### src/rtl/tdot_pipe.sv
`default_nettype none
// +----------------------------------------------------------------------------+
// | Module      : tdot_pipe                                                    |
// | Description : Systolic unsigned dot-product y = c + sum(a[k]*b[k]) mod     |
// |               2^WIDTH, with input skew, valid pipeline and global enable.  |
// |               Define TDOT_ACC_EN for the running accumulator and port      |
// |               first.                                                       |
// | Revision    : 1.0  initial release                                         |
// +----------------------------------------------------------------------------+
module tdot_pipe #(
    parameter int LANES = 3,
    parameter int WIDTH = 8
) (
    input  logic                   clk,
    input  logic                   reset,
    input  logic                   en,
    input  logic                   in_valid,
    input  logic [LANES*WIDTH-1:0] a,
    input  logic [LANES*WIDTH-1:0] b,
    input  logic [WIDTH-1:0]       c,
`ifdef TDOT_ACC_EN
    input  logic                   first,
`endif
    output logic                   out_valid,
    output logic [WIDTH-1:0]       y
);

`ifdef TDOT_ACC_EN
    localparam int NST = LANES + 3;
`else
    localparam int NST = LANES + 2;
`endif

    logic [NST-1:0]         vld_q, vld_d;
    logic [NST-1:0]         lvl_ld;
    logic [WIDTH-1:0]       c_a_q, c_a_d, c_m_q, c_m_d;
    logic [LANES*WIDTH-1:0] p_bus;
    logic [WIDTH-1:0]       dot;

    // Level s registers load only when the valid entering level s is set.
    assign lvl_ld = {NST{en}} & {vld_q[NST-2:0], in_valid};
    assign dot    = p_bus[(LANES-1)*WIDTH +: WIDTH];

    always_comb begin
        vld_d = en ? {vld_q[NST-2:0], in_valid} : vld_q;
        c_a_d = lvl_ld[0] ? c     : c_a_q;
        c_m_d = lvl_ld[1] ? c_a_q : c_m_q;
    end

    always_ff @(posedge clk or posedge reset) begin
        if (reset) begin
            vld_q <= '0;
            c_a_q <= '0;
            c_m_q <= '0;
        end else begin
            vld_q <= vld_d;
            c_a_q <= c_a_d;
            c_m_q <= c_m_d;
        end
    end

    for (genvar k = 0; k < LANES; k++) begin : g_lane
        logic [WIDTH-1:0] a_src, b_src, p_prev;
        logic [WIDTH-1:0] a_q, a_d, b_q, b_d, m_q, m_d, p_q, p_d;

        if (k == 0) begin : g_direct
            assign a_src  = a[WIDTH-1:0];
            assign b_src  = b[WIDTH-1:0];
            assign p_prev = c_m_q;
        end else begin : g_skew
            logic [WIDTH-1:0] sa_q [k];
            logic [WIDTH-1:0] sa_d [k];
            logic [WIDTH-1:0] sb_q [k];
            logic [WIDTH-1:0] sb_d [k];

            always_comb begin
                sa_d[0] = lvl_ld[0] ? a[k*WIDTH +: WIDTH] : sa_q[0];
                sb_d[0] = lvl_ld[0] ? b[k*WIDTH +: WIDTH] : sb_q[0];
                for (int j = 1; j < k; j++) begin
                    sa_d[j] = lvl_ld[j] ? sa_q[j-1] : sa_q[j];
                    sb_d[j] = lvl_ld[j] ? sb_q[j-1] : sb_q[j];
                end
            end

            always_ff @(posedge clk or posedge reset) begin
                if (reset) begin
                    for (int j = 0; j < k; j++) begin
                        sa_q[j] <= '0;
                        sb_q[j] <= '0;
                    end
                end else begin
                    sa_q <= sa_d;
                    sb_q <= sb_d;
                end
            end

            assign a_src  = sa_q[k-1];
            assign b_src  = sb_q[k-1];
            assign p_prev = p_bus[(k-1)*WIDTH +: WIDTH];
        end

        always_comb begin
            a_d = lvl_ld[k]   ? a_src          : a_q;
            b_d = lvl_ld[k]   ? b_src          : b_q;
            m_d = lvl_ld[k+1] ? a_q * b_q      : m_q;
            p_d = lvl_ld[k+2] ? m_q + p_prev   : p_q;
        end

        always_ff @(posedge clk or posedge reset) begin
            if (reset) begin
                a_q <= '0;
                b_q <= '0;
                m_q <= '0;
                p_q <= '0;
            end else begin
                a_q <= a_d;
                b_q <= b_d;
                m_q <= m_d;
                p_q <= p_d;
            end
        end

        assign p_bus[k*WIDTH +: WIDTH] = p_q;
    end

`ifdef TDOT_ACC_EN
    logic [NST-2:0]   fst_q, fst_d;
    logic [WIDTH-1:0] r_q, r_d;

    // first rides alongside its vector up to the last P level.
    always_comb begin
        fst_d[0] = lvl_ld[0] ? first : fst_q[0];
        for (int s = 1; s < NST-1; s++) begin
            fst_d[s] = lvl_ld[s] ? fst_q[s-1] : fst_q[s];
        end
        r_d = lvl_ld[NST-1] ? (fst_q[NST-2] ? dot : r_q + dot) : r_q;
    end

    always_ff @(posedge clk or posedge reset) begin
        if (reset) begin
            fst_q <= '0;
            r_q   <= '0;
        end else begin
            fst_q <= fst_d;
            r_q   <= r_d;
        end
    end

    assign y = r_q;
`else
    assign y = dot;
`endif

    assign out_valid = vld_q[NST-1];

endmodule
`default_nettype wire

### config.mk
export PLATFORM = sky130hd
export DESIGN_NAME = tdot_pipe
export DESIGN_NICKNAME = d
export VERILOG_FILES = /design/src/rtl/tdot_pipe.sv
export SDC_FILE = /design/constraint.sdc
export NUM_CORES = 1
export LEC_CHECK = 0
export ABC_AREA = 0
export CAP_MARGIN = 20
export CORE_UTILIZATION = 25
export DETAILED_ROUTE_END_ITERATION = 10
export GPL_TIMING_DRIVEN = 0
export SYNTH_ARGS = -nofsm -noshare
export SYNTH_HDL_FRONTEND = slang
export SYNTH_SLANG_ARGS = --single-unit
### constraint.sdc
create_clock -name clk -period 6.6 [get_ports clk]
set_input_delay 0.66 -clock clk [delete_from_list [all_inputs] [get_ports clk]]
set_output_delay 0.66 -clock clk [all_outputs]
set_load 0.02 [all_outputs]
==> results of run 1 <==
through the flow:
step	power [mW]	cell area [um2]	hold slack, ns	setup TNS, ns
finish	5.358	11380	0.4847	0
global placement	4.379	10760	0.4656	-164.44
CTS	5.468	11380	0.4920	0
floorplan	3.757	9463	0.4538	0
detailed placement	4.439	10800	0.4770	0
global route	5.920	11380	0.5089	0
power by group:
group	internal (mW)	switching (mW)
Clock	0.541	0.444
Sequential	1.33	0.279
Combinational	1.39	1.38
Total	3.26	2.10
worst paths after layout:
| path | startpoint | to |
|---|---|---|
| max in group asynchronous | reset | g_lane[2].g_skew.sa_q[11] |
| min in group asynchronous | reset | c_a_q[6] |
| hold reg to reg | y[3] | y[3] |
| setup reg to reg | g_lane[0].a_q[0] | g_lane[0].m_q[7] |
| setup / recovery | g_lane[0].a_q[0] | g_lane[0].m_q[7] |
| hold / removal | y[3] | y[3] |
cell usage in the layout (no fill, tap or decap), types with 2 or more instances in the layout:
master and count:
a21o_1 9, xor2_1 15, clkbuf_1 6, nand2b_1 3, o21a_1 6, inv_1 89, clkdlybuf4s50_1 67, a21oi_1 15
clkinvlp_4 2, and2_1 61, nand2_1 78, o21ai_0 41, inv_6 4, xnor2_1 48, buf_2 13, inv_8 4
fa_1 39, ha_1 69, mux2_2 127, o21ai_1 3, nor3_1 6, clkinv_2 2, a31oi_1 3, and2_2 5
dfrtp_1 165, clkbuf_16 17, o31ai_1 6, nand2_2 2, and3_1 3, nor2b_1 3, clkinv_4 2
sequential cells by signal, indices dropped and copies added (netlist names):
signal	cells
g_lane.a_q	24
g_lane.b_q	24
g_lane.m_q	24
g_lane.p_q	16
g_lane.a_src	16
g_lane.b_src	16
c_a_q	8
c_m_q	8
g_lane.g_skew.sa_q	8
g_lane.g_skew.sb_q	8
y	8
vld_q	5
worst register-to-register path, stage by stage, from the launching register on:
cell     delay, ns
dfrtp_1       0.48
and2_1        0.21
fa_1          0.44
fa_1          0.50
ha_1          0.30
inv_1         0.05
fa_1          0.53
inv_1         0.04
ha_1          0.32
a21o_1        0.19
a21oi_1       0.19
xnor2_1       0.16
xnor2_1       0.16
o21ai_1       0.08
kinds of logic (layout without fill, tap and decap cells):
group,after synthesis,count (layout),synth area share (%)
buf+inv,109,209,4.495
simple gates,161,161,8.568
flops,165,165,43.63
mux,127,127,15.11
compound gates,83,83,4.985
xor+xnor,63,63,5.831
fa+ha+maj,108,108,17.37
layer usage:
| metal | wire length, um | share of wire (%) | GRT usage, % | vias up |
|---|---|---|---|---|
| li1 | - | - | - | 2854 |
| met1 | 8614 | 47 | 13.06 | 2822 |
| met2 | 8807 | 48 | 16.93 | 66 |
| met3 | 512 | 2.8 | 2.156 | 18 |
| met4 | 403 | 2.2 | 4.225 | 0 |
| met5 | 0 | 0 | 0 | - |
layout make-up:
type / count / area [um2]
buffer: 19 / 87.58
clock buffer: 18 / 439.2
clock inverter: 14 / 141.4
fill: 3861 / 25580
inverter: 90 / 345.3
multi-input combinational: 542 / 4908
sequential: 165 / 4129
tap: 504 / 630.6
timing repair buffer: 68 / 698.2
==> metrics.cfg, run 1 <==
[run_status]
status = completed

[timing]
tightest_slew_ns = 0.6245
rsz0062_at_grt = no
hold_violations = 0
fmax_mhz = 265.4
min_period_ns = 3.768
relSlewSlack_pct = 58.37
slew_viol_final = 0
clock_skew_ns = 0.01119
fin_ws_ns = 2.832
post-route-period-util_pct = 57.09
finalSetupViolations = 0

[synth]
ys_types = 24
ys_warn_count = 0
synth-seq-cells = 165
yosysMostFrequentCell = dfrtp_1
synth_common_cells = dfrtp_1 (165), mux2_2 (127), inv_1 (90), nand2_1 (78), ha_1 (69)
syn_inst = 816
synth_edf_count = 0
ys_seq_area_share_pct = 43.63
syn-cell-area_um2 = 9463
synthFlopType = dfrtp_1
syn_area_per_cell_um2 = 11.60
synth_top_area_share_pct = 43.63
yosysTopAreaCell = dfrtp_1
synthesis.nets = 984
synth.top_cells.by_area = dfrtp_1 (44%), mux2_2 (15%), ha_1 (9.1%), fa_1 (8.3%), xnor2_1 (4.4%)
async_flop_share_pct = 100.0

[clock_tree]
tritoncts = built
clkTransAtPathRegs_ns = 0.07
cts_buffer_depth = 2
h-tree-depth = 4
numCtsBuffers = 17
cts_resized = 0
clock-root-buffer = clkbuf_16
worst_skew_pair.late_latency_ns = 0.44
hold_buffers = 0
cts_sinks = 165
cts_setup_buffers = 0

[flow_run]
cap_violations = 0

[critical_path]
r2r_slack_ns = 2.83
crit_path_max_incr_delay_ns = 0.53
cp-start-kind = flop
critPathRequiredTime_ns = 6.91
cp_top_family = adder cells
cp-end-kind = flop
path_max_fanout = 9
cp_num_cells = 13
crit_path_frequent_cell = fa_1
crit_type = flop to flop
worstPathCellList = and2_1 > fa_1 > fa_1 > ha_1 > inv_1 > fa_1 > inv_1 > ha_1 > a21o_1 > a21oi_1 > xnor2_1 > xnor2_1 > o21ai_1
crit_slowest_cell = fa_1
rr_worst_depth = 13
arrival_ns = 4.07
crit_buf_inv = 2

[power_and_ir_drop]
ir_worst_vdd_mv = 0.1985
p_leak_nw = 5.105
p_per_area_nw_per_um2 = 470.8

[die]
rows = 70
io_pins = 69
core_um2 = 36960
die_height_um = 196.6
die-area_um2 = 38630
die_w_um = 196.6
initial_core_util_pct = 25.60

[routing]
wire_per_inst_um = 12.91
drt_wl_total_um = 18340
drt_iter0_markers = 212
antenna_left = 0
num_vias = 5760
drcViolationCount = 0
via_per_inst = 4.056
drt-pass1-iter-count = 4

[layout]
finalNetCount = 1071
post-route-util_pct = 30.79
areaGrowthSynthToFinish_pct = 20.26
layout-drive-gt1-share_pct = 19.76
insertedDiodeCount = 0
finalNonFillerCells = 1420

[place]
hpwlAfterDp_um = 13970
gp_congestion = 0.8160
portBuffers = 67
pre_cts_slack_ns = 2.787
placed_cells = 1388

[grt]
antenna_found_initial = 0
grt_pass1_wl_um = 31270
grt_usage_pct = 10.27
grt_start_max_net_pins = 118
grt_pass1_vias = 6128
grt-ovfl-total = 0

[hold_path]
min_delay_path_depth = 2
hold_path_class = flop to flop

(Power assumes the default switching activity.)
==> run 2, diff against run 1 <==
Clock period 6.6 ns to 3.8 ns, I/O delays scaled along.
==> run 2 against run 1 <==
Compared with the run above: setup slack worse by 2.7 ns; routed wire length down 1.2%; total power up 72%; cell area up 0.78%; sequential share of layout area down 0.19 points; non-clock buffer count up 9; register-to-register slack worse by 2.7 ns.
==> metrics.cfg, run 2 (synthesis results as in run 1) <==
[die]
die-area_um2 = 38630  ; unchanged
die_height_um = 196.6  ; unchanged
die_w_um = 196.6  ; unchanged
initial_core_util_pct = 25.60  ; unchanged
core_um2 = 36960  ; unchanged
rows = 70  ; unchanged
io_pins = 69  ; unchanged

[grt]
grt_pass1_vias = 6185  ; +0.93%
grt-ovfl-total = 0  ; unchanged
grt_usage_pct = 10.09  ; -0.18 points
grt_pass1_wl_um = 30880  ; -1.3%
antenna_found_initial = 0  ; unchanged
grt_start_max_net_pins = 42  ; -64%

[clock_tree]
numCtsBuffers = 17  ; unchanged
h-tree-depth = 4  ; unchanged
clock-root-buffer = clkbuf_16
worst_skew_pair.late_latency_ns = 0.42  ; -0.02 ns
tritoncts = built
clkTransAtPathRegs_ns = 0.07  ; about the same
cts_buffer_depth = 2  ; unchanged
cts_sinks = 165  ; unchanged

[power_and_ir_drop]
pwr-share-clk_pct = 17.3  ; -1.1 points
switching_share_pct = 39.14  ; -0.055 points
p_per_area_nw_per_um2 = 804.1  ; +71%
ir_worst_vdd_mv = 0.3549  ; +79%
p_leak_nw = 5.129  ; +0.45%
p_switching_mw = 3.610  ; +72%
combPwrFrac_pct = 52.5  ; +0.9 points
p_int_mw = 5.612  ; +72%
pwr-share-seq_pct = 30.2  ; +0.2 points

[critical_path]
crit_path_frequent_cell = fa_1
cp_top_family = adder cells
crit_buf_inv = 2  ; unchanged
critPathRequiredTime_ns = 4.10  ; -2.81 ns
crit_type = flop to flop
crit_path_max_incr_delay_ns = 0.53  ; about the same
r2r_slack_ns = 0.17  ; -2.66 ns
arrival_ns = 3.93  ; -0.14 ns
worstPathCellList = and2_1 > fa_1 > fa_1 > ha_1 > inv_1 > fa_1 > inv_1 > ha_1 > a21o_1 > a21oi_2 > xnor2_1 > xnor2_1 > o21ai_1
path_max_fanout = 5  ; -4
cp-start-kind = flop
cp-end-kind = flop
crit_slowest_cell = fa_1

[routing]
drt_wl_total_um = 18120  ; -1.2%
wire_per_inst_um = 12.68  ; -1.8%
drcViolationCount = 0  ; unchanged
drt-pass1-iter-count = 4  ; unchanged
num_vias = 5893  ; +2.3%
via_per_inst = 4.124  ; +1.7%
antenna_left = 0  ; unchanged
drt_iter0_markers = 185  ; -13%

[timing]
rsz0062_at_grt = no
hold_violations = 0  ; unchanged
tightest_slew_ns = 0.6330  ; +0.008566 ns
fmax_mhz = 275.7  ; +3.9%
finalSetupViolations = 0  ; unchanged
fin_setup_tns_ns = 0  ; unchanged
clock_skew_ns = 0.009817  ; -0.001377 ns
min_period_ns = 3.627  ; -0.1407 ns
post-route-period-util_pct = 95.45  ; +38 points
relSlewSlack_pct = 57.71  ; -0.66 points
fin_ws_ns = 0.1728  ; -2.659 ns
slew_viol_final = 0  ; unchanged

[flow_run]
cap_violations = 0  ; unchanged

[layout]
areaGrowthSynthToFinish_pct = 21.20
layout-drive-gt1-share_pct = 21.84  ; +2.1 points
insertedDiodeCount = 0  ; unchanged
reg_top3 = g_lane.a_q (24), g_lane.b_q (24), g_lane.m_q (24)
final_common_cell = dfrtp_1
finalNetCount = 1080  ; +0.84%
final_cell_mix = dfrtp_1 (157), mux2_2 (127), inv_1 (89)

[place]
portBuffers = 67  ; unchanged
hpwlAfterDp_um = 14320  ; +2.5%
gp_congestion = 0.8120  ; -0.49%
pre_cts_slack_ns = 0.03943  ; -2.747 ns

[run_status]
status = completed

[hold_path]
hold_path_class = primary input to flop

==> run 2: cell types whose count changed in the layout (fill, tap and decap cells not counted), moves of 2 or more <==
cell,change
dfrtp_1,-8
dfrtp_2,+8
buf_4,+6
buf_12,+4
clkinv_4,+3
inv_8,-3
a21oi_1,-2
a21oi_2,+2
fa_1,-2
fa_2,+2
==> run 2: what timing repair did <==
action / CTS / global route
setup buffers: 0 / 6
resized for setup: 0 / 12
hold buffers: 0 / 0
setup endpoints to repair: 0 / 3
==> run 2: power groups by stage <==
stage / clock network, mW / logic [mW] / registers (mW)
5_1_grt: 1.73 / 5.60 / 2.88
3_5_place_dp: 0 / 4.84 / 2.83
6_report: 1.60 / 4.84 / 2.78
4_1_cts: 1.66 / 4.89 / 2.80
3_3_place_gp: 0 / 4.77 / 2.81
2_1_floorplan: 0 / 3.86 / 2.67
==> run 2: worst register-to-register path, cell delays in order, from the launching register on <==
cell and delay (ns):
dfrtp_2 0.44, and2_1 0.18, fa_1 0.44, fa_1 0.49
ha_1 0.28, inv_1 0.05, fa_1 0.53, inv_1 0.04
ha_1 0.33, a21o_1 0.20, a21oi_2 0.15, xnor2_1 0.15
xnor2_1 0.15, o21ai_1 0.07
==> run 2: layout make-up <==
cell class	instances	area [um2]
Sequential cell	165	4139
Timing Repair Buffer	77	795.8
Multi-Input combinational cell	542	4921
Tap cell	504	630.6
Clock inverter	15	127.6
Fill cell	3872	25490
Buffer	19	87.58
Inverter	90	341.6
Clock buffer	17	425.4
==> run 2: path summary, 6_finish.rpt <==
path / start / to / cells past startpoint
max: g_lane[2].b_q[4] / g_lane[2].m_q[7] / 13
min: en / vld_q[2] / 2
max reg2reg: g_lane[2].b_q[4] / g_lane[2].m_q[7] / 13
min reg2reg: y[7] / y[7] / 2
max in group asynchronous: reset / g_lane[2].b_q[3] / 4
min in group asynchronous: reset / vld_q[4] / 2
==> run 2: metal layers <==
layer | up-vias | global-route usage (%) | wire length [um]
met1 | 2928 | 12.89 | 8538
met3 | 20 | 2.053 | 525
met4 | 0 | 3.848 | 366
met5 | - | 0 | 0
met2 | 72 | 16.73 | 8692
li1 | 2873 | - | -
==> run 2: per-stage QoR <==
| step | hold WS (ns) | utilization (%) | power [mW] | instance area (um2) | instances |
|---|---|---|---|---|---|
| after floorplan | 0.4538 | - | 6.526 | 9467 | 816 |
| after global placement | 0.4644 | 29.13 | 7.580 | 10770 | 1387 |
| after detailed placement | 0.4757 | 29.35 | 7.677 | 10850 | 1391 |
| after CTS | 0.3468 | 30.85 | 9.350 | 11400 | 1423 |
| after global routing | 0.3999 | 31.03 | 10.21 | 11470 | 1429 |
| final | 0.3513 | 31.03 | 9.222 | 11470 | 1429 |
==> run 3, diff against run 2 <==
Settings changed: CAP_MARGIN 20 to 0.
==> results of run 3 <==
No change in the layout: final DEF, timing and power equal those of run 2.
